--- src/rtl/saturating_pkg.sv ---
// saturating_pkg: shared state encoding, default width and __output field offsets for saturating_drain
package saturating_pkg;
  localparam int SAT_WIDTH = 8;
  typedef enum logic [1:0] {EMPTY = 2'd0, PARTIAL = 2'd1, FULL = 2'd2} sat_state_e;
  // field offsets above the WIDTH-bit tokens field of __output
  localparam int OUT_CLIP_OFS = 0;
  localparam int OUT_ACC_OFS = 1;
  localparam int OUT_RDY_OFS = 2;
  localparam int OUT_STATE_OFS = 3;
endpackage

--- src/rtl/sat_clamp.sv ---
// sat_clamp: floors a two's-complement WIDTH+1 value at 0, adds a refill, then clamps to max and flags any saturation
module sat_clamp #(
  parameter int WIDTH = 8
) (
  input  logic [WIDTH:0]   val_i,
  input  logic [WIDTH-1:0] add_i,
  input  logic [WIDTH-1:0] max_i,
  output logic [WIDTH-1:0] res_o,
  output logic             clip_o
);
  logic [WIDTH-1:0] floored;
  logic [WIDTH:0] sum;
  logic over;
  assign floored = val_i[WIDTH] ? '0 : val_i[WIDTH-1:0];
  assign sum = {1'b0, floored} + {1'b0, add_i};
  assign over = sum > {1'b0, max_i};
  assign res_o = over ? max_i : sum[WIDTH-1:0];
  assign clip_o = val_i[WIDTH] | over;
endmodule

--- src/rtl/saturating_drain.sv ---
// saturating_drain: token count drained by valid/ready requests and refilled up to a runtime max.
// SATURATING_DRAIN_PARTIAL_EN: always ready; oversized requests drain the count to 0.
module saturating_drain
  import saturating_pkg::*;
#(
  parameter int WIDTH = SAT_WIDTH
) (
  input  logic             _i_clk,
  input  logic             _i_rst,
  input  logic [WIDTH-1:0] _i_max,
  input  logic             _i_refill_valid,
  input  logic [WIDTH-1:0] _i_refill_amount,
  input  logic             _i_req_valid,
  input  logic [WIDTH-1:0] _i_req_cost,
  output logic [WIDTH+4:0] __output
);
  logic [WIDTH-1:0] tokens_q, tokens_d;
  logic accepted_q, clipped_q, clipped_d, req_ready, fire;
  logic [WIDTH:0] drained;
  sat_state_e state_q, state_d;
`ifdef SATURATING_DRAIN_PARTIAL_EN
  assign req_ready = 1'b1;
`else
  assign req_ready = tokens_q >= _i_req_cost;
`endif
  assign fire = _i_req_valid & req_ready;
  // borrow bit marks an overdrawn count; the clamp floors it before adding the refill
  assign drained = {1'b0, tokens_q} - {1'b0, fire ? _i_req_cost : {WIDTH{1'b0}}};
  sat_clamp #(.WIDTH(WIDTH)) u_clamp (
    .val_i (drained),
    .add_i (_i_refill_valid ? _i_refill_amount : {WIDTH{1'b0}}),
    .max_i (_i_max),
    .res_o (tokens_d),
    .clip_o(clipped_d)
  );
  assign state_d = (tokens_d == _i_max) ? FULL : (tokens_d == '0) ? EMPTY : PARTIAL;
  always_ff @(posedge _i_clk) begin
    if (_i_rst) begin
      tokens_q   <= '0;
      accepted_q <= 1'b0;
      clipped_q  <= 1'b0;
      state_q    <= (_i_max == '0) ? FULL : EMPTY;
    end else begin
      tokens_q   <= tokens_d;
      accepted_q <= fire;
      clipped_q  <= clipped_d;
      state_q    <= state_d;
    end
  end
  assign __output[WIDTH-1:0] = tokens_q;
  assign __output[WIDTH+OUT_CLIP_OFS] = clipped_q;
  assign __output[WIDTH+OUT_ACC_OFS] = accepted_q;
  assign __output[WIDTH+OUT_RDY_OFS] = req_ready;
  assign __output[WIDTH+OUT_STATE_OFS +: 2] = state_q;
endmodule

--- config.mk ---
export PLATFORM = sky130hd
export DESIGN_NAME = saturating_drain
export DESIGN_NICKNAME = d
export VERILOG_FILES = /design/src/rtl/saturating_pkg.sv /design/src/rtl/sat_clamp.sv /design/src/rtl/saturating_drain.sv
export SDC_FILE = /design/constraint.sdc
export NUM_CORES = 1
export LEC_CHECK = 0
export CAP_MARGIN = 25
export CORE_MARGIN = 3
export CORE_UTILIZATION = 46
export CTS_CLUSTER_SIZE = 40
export DETAILED_ROUTE_END_ITERATION = 10
export GPL_TIMING_DRIVEN = 1
export PLACE_DENSITY_LB_ADDON = 0.05
export SLEW_MARGIN = 20
export SYNTH_ARGS = -nofsm -noshare
export SYNTH_HDL_FRONTEND = slang
export SYNTH_SLANG_ARGS = --single-unit
--- constraint.sdc ---
create_clock -name _i_clk -period 6.8 [get_ports _i_clk]
set_input_delay 1.36 -clock _i_clk [delete_from_list [all_inputs] [get_ports _i_clk]]
set_output_delay 1.36 -clock _i_clk [all_outputs]
set_load 0.02 [all_outputs]
### After elaboration in Yosys (flattened, before gate mapping)

Cells that the tools add are included.

* output and inout bits: 13
* input port bits: 28
* flip-flop bits (word level): 12
* word-level logic and storage cells: 21

* multiplexer cells: 8
* add/sub/neg operators: 2
* bitwise operators: 2
* eq/ne operators: 1
* reductions and logical operators: 2
* $lt $le $gt $ge: 2

Operator list (number)
* $mux 8: 4
* $logic_not 8->1: 2
* $add 8x8->9: 1
* $gt 9x8->1: 1
* $sub 8x8->9: 1
* $eq 8x8->1: 1
* $ge 8x8->1: 1
* $mux 2: 3
* $and 1x1->1: 1
* $mux 1: 1
* $or 1x1->1: 1

### Depth between registers and ports, before layout

Gate-level depths: netlist of run 1.

* depth in word-level cells: 12
* gate-level depth with buffers: 31
* gate-level depth less buffers: 29

### By module

Synthesis of run 1 repeated with hierarchy kept, for this count alone.

* cell total of the unflattened synthesis: 211
* area, all modules: 1798.0 um^2

Modules (own cells, without submodules)
* saturating_drain: sequential area each 240.2 um^2, cells each 127, area each 1114.8 um^2, times used 1
* sat_clamp: sequential area each 0.0 um^2, cells each 84, area each 683.2 um^2, times used 1

### Worst setup path after synthesis of run 1

OpenSTA, ideal clock, no wires.

* kind: input -> register
* from: in _i_req_cost[0]
* to: reg tokens_q[0]
* arrival: 6.693 ns
* cell stages on the path: 28
* path slack: -0.020 ns
* data required time: 6.673 ns
* path buffers: 1
* library setup time: 0.127 ns
* path through: ha_1 > nand2b_1 > a21o_1 > a21o_1 > a211oi_1 > o21ai_1 > and3_1 > ha_1 > inv_1 > fa_1 > a21o_1 > a21o_1 > a21oi_1 > o21ai_0 > and3_1 > ha_1 > a211oi_2 > o21bai_1 > o41ai_1 > xnor2_2 > ha_1 > and3_1 > a211oi_1 > a31oi_1 > a211oi_1 > buf_2 > mux2i_1 > nor2_1

* cells in the longest elaborated chain, start to end: 8

RTL lines
* start, declared: RTL line saturating_drain.sv:14 `input logic [WIDTH-1:0] _i_req_cost,`
* $ge 8x8->1: RTL line saturating_drain.sv:24 `assign req_ready = tokens_q >= _i_req_cost;`
* $and 1x1->1: RTL line saturating_drain.sv:26 `assign fire = _i_req_valid & req_ready;`
* $mux 8 *: RTL line saturating_drain.sv:28 `assign drained = {1'b0, tokens_q} - {1'b0, fire ? _i_req_cost : {WIDTH{1'b0}}};`
* $sub 8x8->9 *: RTL line saturating_drain.sv:28
* $mux 8 *: RTL line sat_clamp.sv:14 `assign floored = val_i[WIDTH] ? '0 : val_i[WIDTH-1:0];`
* $add 8x8->9 *: RTL line sat_clamp.sv:15 `assign sum = {1'b0, floored} + {1'b0, add_i};`
* $gt 9x8->1: RTL line sat_clamp.sv:16 `assign over = sum > {1'b0, max_i};`
* $mux 8 *: RTL line sat_clamp.sv:17 `assign res_o = over ? max_i : sum[WIDTH-1:0];`
* end signal, assigned: RTL line saturating_drain.sv:44 `tokens_q <= tokens_d;`
* end, declared: RTL line saturating_drain.sv:17 `logic [WIDTH-1:0] tokens_q, tokens_d;`

Mark *: on every way between the ends. The rest lies on a longest branch, timed or not.
A chain may end at the register's enable or synchronous reset.

### Worst setup path in the final report of run 1

* from: in _i_req_cost[0]
* to: reg tokens_q[3]

The elaborated chain is that of the path after synthesis.

==> results of run 1 <==
-- cell type report --
cell class / count / area (µm²)
multi-input combinational: 184 / 1620
timing repair buffer: 110 / 946
fill: 258 / 723
sequential: 12 / 240
inverter: 24 / 90.1
tap: 48 / 60.1
clock buffer: 3 / 41.3
-- kinds of logic (layout without fill, tap and decap cells) --
kind of cell | Yosys count | in the layout | synth area share [%]
xor+xnor | 14 | 14 | 7.25
fa+ha+maj | 34 | 34 | 24.5
mux | 10 | 10 | 5.58
flops | 12 | 12 | 13.4
compound gates | 57 | 57 | 22.9
buf+inv | 30 | 137 | 7.04
simple gates | 69 | 69 | 19.4
-- per-stage QoR --
stage	area [µm²]	worst slack (ns)	total power, mW	utilization [%]
global route	2990	-0.0373	1.99	80.5
global placement	2640	-0.484	1.47	70.9
floorplan	1800	0.0443	0.951	-
CTS	2750	0.0156	1.63	74.0
detailed placement	2640	-0.627	1.48	70.9
finish	2990	0.209	1.84	80.5
-- cell usage in the layout (no fill, tap or decap), types with 5 or more instances in the layout --
cell type and instances:
and2_1 8, nand3_1 8, dfxtp_1 12, a21o_1 10, o21a_1 5, mux2i_1 9, nor3_1 6, buf_4 68
xnor2_1 8, dlymetal6s2s_1 7, nand2_1 5, ha_1 26, nor2_1 19, inv_1 23, clkdlybuf4s50_1 32
-- flip-flops by register name, indices dropped and copies added (netlist names) --
name        count
accepted_q      1
clipped_q       1
tokens_q        8
state_q         2
-- power by group through the flow --
stage / logic (mW) / registers [mW] / clock network [mW]
detailed placement: 1.36 / 0.120 / 0
global route: 1.80 / 0.121 / 0.0663
global placement: 1.35 / 0.120 / 0
finish: 1.66 / 0.120 / 0.0617
CTS: 1.45 / 0.119 / 0.0629
floorplan: 0.811 / 0.140 / 0
-- how the worst min path moves through the flow --
stage	end	slack (ns)	startpoint	cells after the start
floorplan	clipped_q	0.94	tokens_q[7]	4
global placement	clipped_q	0.99	tokens_q[5]	5
detailed placement	clipped_q	0.98	tokens_q[5]	5
CTS	clipped_q	0.93	tokens_q[5]	5
global route	clipped_q	1.10	tokens_q[5]	6
finish	clipped_q	1.07	tokens_q[5]	6
-- timing repair --
item | CTS | global route
gates cloned | 1 | 0
setup buffers | 2 | 12
endpoints found under the setup margin | 11 | 11
hold buffers | 0 | 0
pin swaps | 8 | 32
gates resized for setup | 16 | 40
-- routing by layer --
metal  track usage [%]  share of wire [%]  up-vias
met5                 0                  0        -
met4              6.20                3.2        0
met3             0.985                4.2       18
met2              44.2                 52       71
met1              28.9                 40      976
li1                  -                  -     1034
-- worst max-delay path, delay by kind of cell --
kind            cells  cell delay, ns
compound gates     14            2.42
fa+ha+maj           6            1.59
simple gates        5            0.60
buf+inv             3            0.36
mux                 1            0.23
xor+xnor            1            0.15
==> results.yml, run 1 <==
yosys:
  ys_seq_area_share_pct: 13.4
  synthTopCellsByArea: "ha_1, dfxtp_1, mux2i_1, inv_1, xnor2_1"
  synth.top_cell.area_share_pct: 22.3
  ys_warn_count: 0
  synth_edf_count: 0
  synth_seq_cells: 12
  syn-cell-area_mm2: 0.00180
  synth_cell_types: 48
  netlist_instances: 226
  yosysMostFrequentCell: "ha_1"
  synth.avg_cell_area_um2: 7.94
  synthTopCellsByCount: "ha_1, inv_1, nor2_1"
  async_flop_share_pct: 0
  synth_top_area_cell: "ha_1"
  synth_nets: 288
  synth_ff_type: "dfxtp_1"
floorplan:
  dieHeight_um: 68.5
  die-area_mm2: 0.00469
  die_w_um: 68.5
  rows: 22
  start_util_pct: 48.3
  io_pins: 41
  core_area_mm2: 0.00372
finish:
  layout.cells.non_filler: 381
  nNetsFinal: 397
  antenna_cells: 0
  synthToLayoutAreaGrowth_pct: 66.7
  drive_gt1_share_pct: 34.2
flow_run:
  cap_violations: 0
sta:
  fin_setup_tns_ns: 0
  final_hold_viol_count: 0
  relSlewSlack_pct: 74.1
  clock_skew_ns: 0.00167
  hold_ws_ns: 1.07
  finalSetupViolCount: 0
  fmax_mhz: 152
  final.min_clock_period_ns: 6.59
  fin_crit_sh_pct: 96.9
  worst_pin_slew_ns: 0.387
  finalMaxSlewViolations: 0
status:
  status: "finished, final reports clean"
power_and_ir_drop:
  switching_share_pct: 44.8
  ir_drop_v: 0.000500
  combPwrFrac_pct: 90.1
  clkPwrFrac_pct: 3.4
  cellInternalPower_mw: 1.01
  p_switching_uw: 824
  pwr-share-seq_pct: 6.5
  power_leakage_nw: 1.55
  p_per_area_mw_per_mm2: 614
global_routing:
  grt.overflow.total: 0
  grt_pass1_vias: 1903
  grt_pass1_wl_um: 8390
  grt_max_degree: 14
  antenna_found_initial: 0
  gr-usage-all-layers_pct: 23.6
setup_path:
  timing.critical_path.mode_cell: "a21o_1"
  r2r_setup_slack_ns: 0.92
  crit_arrival_ns: 6.70
  critPathKind: "input pin to flip-flop"
  rr_startpoint: "tokens_q[0]"
  startpoint: "_i_req_cost[0]"
  rr_worst_depth: 30
  cp-endpoint: "tokens_q[3]"
  r2r_end: "tokens_q[3]"
  worst_setup_path_end_kind: "flip-flop"
  slowest_delay_ns: 0.39
  worst_path_max_delay_cell: "fa_2"
  worstSetupStartpointType: "input pin"
  required_ns: 6.91
  crit_fanout: 6
place:
  place_congestion: 0.916
  io_buffers: 40
  dp_cells: 363
  hpwl_um: 4360
clock_tree:
  cts_tree: "done"
  cts.sinks: 12
  root_buffer: "clkbuf_8"
  clock_path_buffers: 2
  insertion_delay_ns: 0.23
  clkSlewWorstSetupHoldPaths_ns: 0.05
  htree_levels: 1
  numCtsBuffers: 3
detailed_routing:
  vias_per_cell: 5.51
  antenna_left: 0
  drt-initial-drc-count: 117
  drc: 0
  wire_per_inst_um: 15.7
  dr.pass1.iters: 4
  drt_wl_total_um: 5970
  dr_total_vias: 2099
worst_hold_path:
  hp-class: "flip-flop to flip-flop"
Power figures use the tool's default switching activity.
==> run 2: changes to the inputs <==
--- a/config.mk
+++ b/config.mk
@@ -10,7 +10,6 @@
 export CORE_UTILIZATION = 46
 export CTS_CLUSTER_SIZE = 40
 export DETAILED_ROUTE_END_ITERATION = 10
-export GPL_TIMING_DRIVEN = 1
 export PLACE_DENSITY_LB_ADDON = 0.05
 export SLEW_MARGIN = 20
 export SYNTH_ARGS = -nofsm -noshare
==> results of run 2 <==
No change in the layout: final DEF, timing and power equal those of run 1.
==> run 3: changes to the inputs <==
--- a/config.mk
+++ b/config.mk
@@ -6,12 +6,11 @@
 export NUM_CORES = 1
 export LEC_CHECK = 0
 export CAP_MARGIN = 25
-export CORE_MARGIN = 3
+export CORE_MARGIN = 2
 export CORE_UTILIZATION = 46
 export CTS_CLUSTER_SIZE = 40
 export DETAILED_ROUTE_END_ITERATION = 10
 export PLACE_DENSITY_LB_ADDON = 0.05
-export SLEW_MARGIN = 20
 export SYNTH_ARGS = -nofsm -noshare
 export SYNTH_HDL_FRONTEND = slang
 export SYNTH_SLANG_ARGS = --single-unit
==> run 3 against run 2 <==
Flip-flop and latch count unchanged; final area increased by 2.1%; global-route usage increased by 1.4 points; clock-buffer cell count increased by 1; sequential share of layout area decreased by 0.16 points; non-clock buffer count increased by 2; first-iteration DRC count decreased by 3.4%; via count decreased by 1.1%.
==> results.yml, run 3 (synthesis results as in run 1) <==
place:
  dpl_cell_area_mm2: 0.00262
  dp_cells: 361
  hpwl_um: 4270
  io_buffers: 40
  place_congestion: 0.890
clock_tree:
  cts_tree: "done"
  insertion_delay_ns: 0.24
  clkSlewWorstSetupHoldPaths_ns: 0.05
  clock_path_buffers: 2
  htree_levels: 1
  root_buffer: "clkbuf_8"
  numCtsBuffers: 3
  cts.sinks: 12
global_routing:
  gr-usage-all-layers_pct: 25.0
  grt_pass1_wl_um: 8600
  antenna_found_initial: 0
  grt.overflow.total: 0
  grt_pass1_vias: 1928
  grt_max_degree: 14
finish:
  final_common_cell: "buf_4"
  fillers: 239
  mostFrequentLayoutCells: "buf_4, clkdlybuf4s50_1, ha_1"
  largest_reg_flops: 8
  final_cell_area_mm2: 0.00306
  reg_top3: "tokens_q x8, state_q x2"
  drive_gt1_share_pct: 34.5
  synthToLayoutAreaGrowth_pct: 70.2
  layout.cells.non_filler: 384
  nNetsFinal: 399
  antenna_cells: 0
  regMostFlops: "tokens_q"
power_and_ir_drop:
  p_per_area_mw_per_mm2: 633
  power_leakage_nw: 1.55
  p_switching_uw: 853
  cellInternalPower_mw: 1.08
  ir_drop_v: 0.000489
  combPwrFrac_pct: 89.8
  clkPwrFrac_pct: 3.9
  p_total_mw: 1.94
  pwr-share-seq_pct: 6.2
  switching_share_pct: 44.1
setup_path:
  worst_path_max_delay_cell: "ha_1"
  r2r_end: "tokens_q[5]"
  crit_arrival_ns: 6.74
  timing.critical_path.mode_cell: "a21o_1"
  rr_startpoint: "tokens_q[0]"
  required_ns: 6.90
  rr_worst_depth: 32
  slowest_delay_ns: 0.32
  worst_setup_path_end_kind: "flip-flop"
  r2r_setup_slack_ns: 0.96
  critPathKind: "input pin to flip-flop"
  worstSetupStartpointType: "input pin"
  cp-endpoint: "tokens_q[5]"
  startpoint: "_i_req_cost[0]"
  crit_fanout: 6
floorplan:
  core_area_mm2: 0.00372
  start_util_pct: 48.3
  die-area_mm2: 0.00442
  dieHeight_um: 66.5
  rows: 22
  die_w_um: 66.5
  io_pins: 41
sta:
  finalMaxSlewViolations: 0
  finalSetupViolCount: 0
  clock_skew_ns: 0.00180
  worst_pin_slew_ns: 0.420
  fmax_mhz: 151
  relSlewSlack_pct: 71.9
  final_hold_viol_count: 0
  fin_crit_sh_pct: 97.5
  final.min_clock_period_ns: 6.63
  fin_setup_tns_ns: 0
worst_hold_path:
  hp-class: "flip-flop to flip-flop"
detailed_routing:
  drt_wl_total_um: 5840
  drt-initial-drc-count: 113
  antenna_left: 0
  wire_per_inst_um: 15.2
  dr_total_vias: 2076
  drc: 0
  vias_per_cell: 5.41
  dr.pass1.iters: 4
flow_run:
  cap_violations: 0
status:
  status: "finished, final reports clean"
run 3: through the flow:
stage	util [%]	hold WS (ns)	setup slack (ns)
after floorplan	-	0.936	0.0443
after global placement	70.5	0.979	-0.469
after detailed placement	70.5	0.981	-0.728
after CTS	75.5	1.00	0.000147
after global routing	82.2	1.04	-0.0993
final	82.2	1.01	0.168
run 3: final cells by class:
type / instances / area [µm²] / share of cell area (%)
multi-input cells: 184 / 1650 / 53.8
inverters: 24 / 90.1 / 2.95
repair buffers: 112 / 965 / 31.6
flip-flops and latches: 12 / 240 / 7.86
clock buffers: 4 / 55.1 / 1.80
well taps: 48 / 60.1 / 1.97
run 3: per-layer routing:
| metal | global-route usage, % | vias up | part of all wire (%) |
|---|---|---|---|
| li1 | - | 1031 | - |
| met1 | 30.8 | 967 | 43 |
| met2 | 47.5 | 68 | 52 |
| met3 | 0.507 | 10 | 3.5 |
| met4 | 6.12 | 0 | 1.8 |
| met5 | 0 | - | 0 |
run 3: power by group through the flow:
stage / Clock, mW / Combinational [mW] / Sequential (mW)
after floorplan: 0 / 0.811 / 0.140
after CTS: 0.0763 / 1.49 / 0.119
after global placement: 0 / 1.34 / 0.120
after global routing: 0.0794 / 1.87 / 0.123
final: 0.0764 / 1.74 / 0.121
after detailed placement: 0 / 1.35 / 0.120
run 3: critical path: cells and delay by family:
family	cells	cell delay (ns)
compound gates	14	2.65
xor+xnor	1	0.15
fa+ha+maj	4	1.05
buf+inv	4	0.60
mux	1	0.25
simple gates	5	0.68
run 3: what timing repair did:
action | CTS | global route
gates resized for setup | 22 | 36
hold buffers | 0 | 0
buffers inserted | 7 | 11
setup endpoints to repair | 11 | 11
gates cloned | 1 | 0
pin swaps | 19 | 39
run 3: worst min path at each step:
| stage | startpoint | end | slack (ns) | cells after the start |
|---|---|---|---|---|
| 2_1_floorplan | tokens_q[7] | clipped_q | 0.94 | 4 |
| 3_3_place_gp | tokens_q[7] | clipped_q | 0.98 | 4 |
| 3_5_place_dp | tokens_q[7] | clipped_q | 0.98 | 4 |
| 4_1_cts | tokens_q[7] | clipped_q | 1.00 | 4 |
| 5_1_grt | tokens_q[7] | clipped_q | 1.04 | 4 |
| 6_report | tokens_q[7] | clipped_q | 1.01 | 4 |
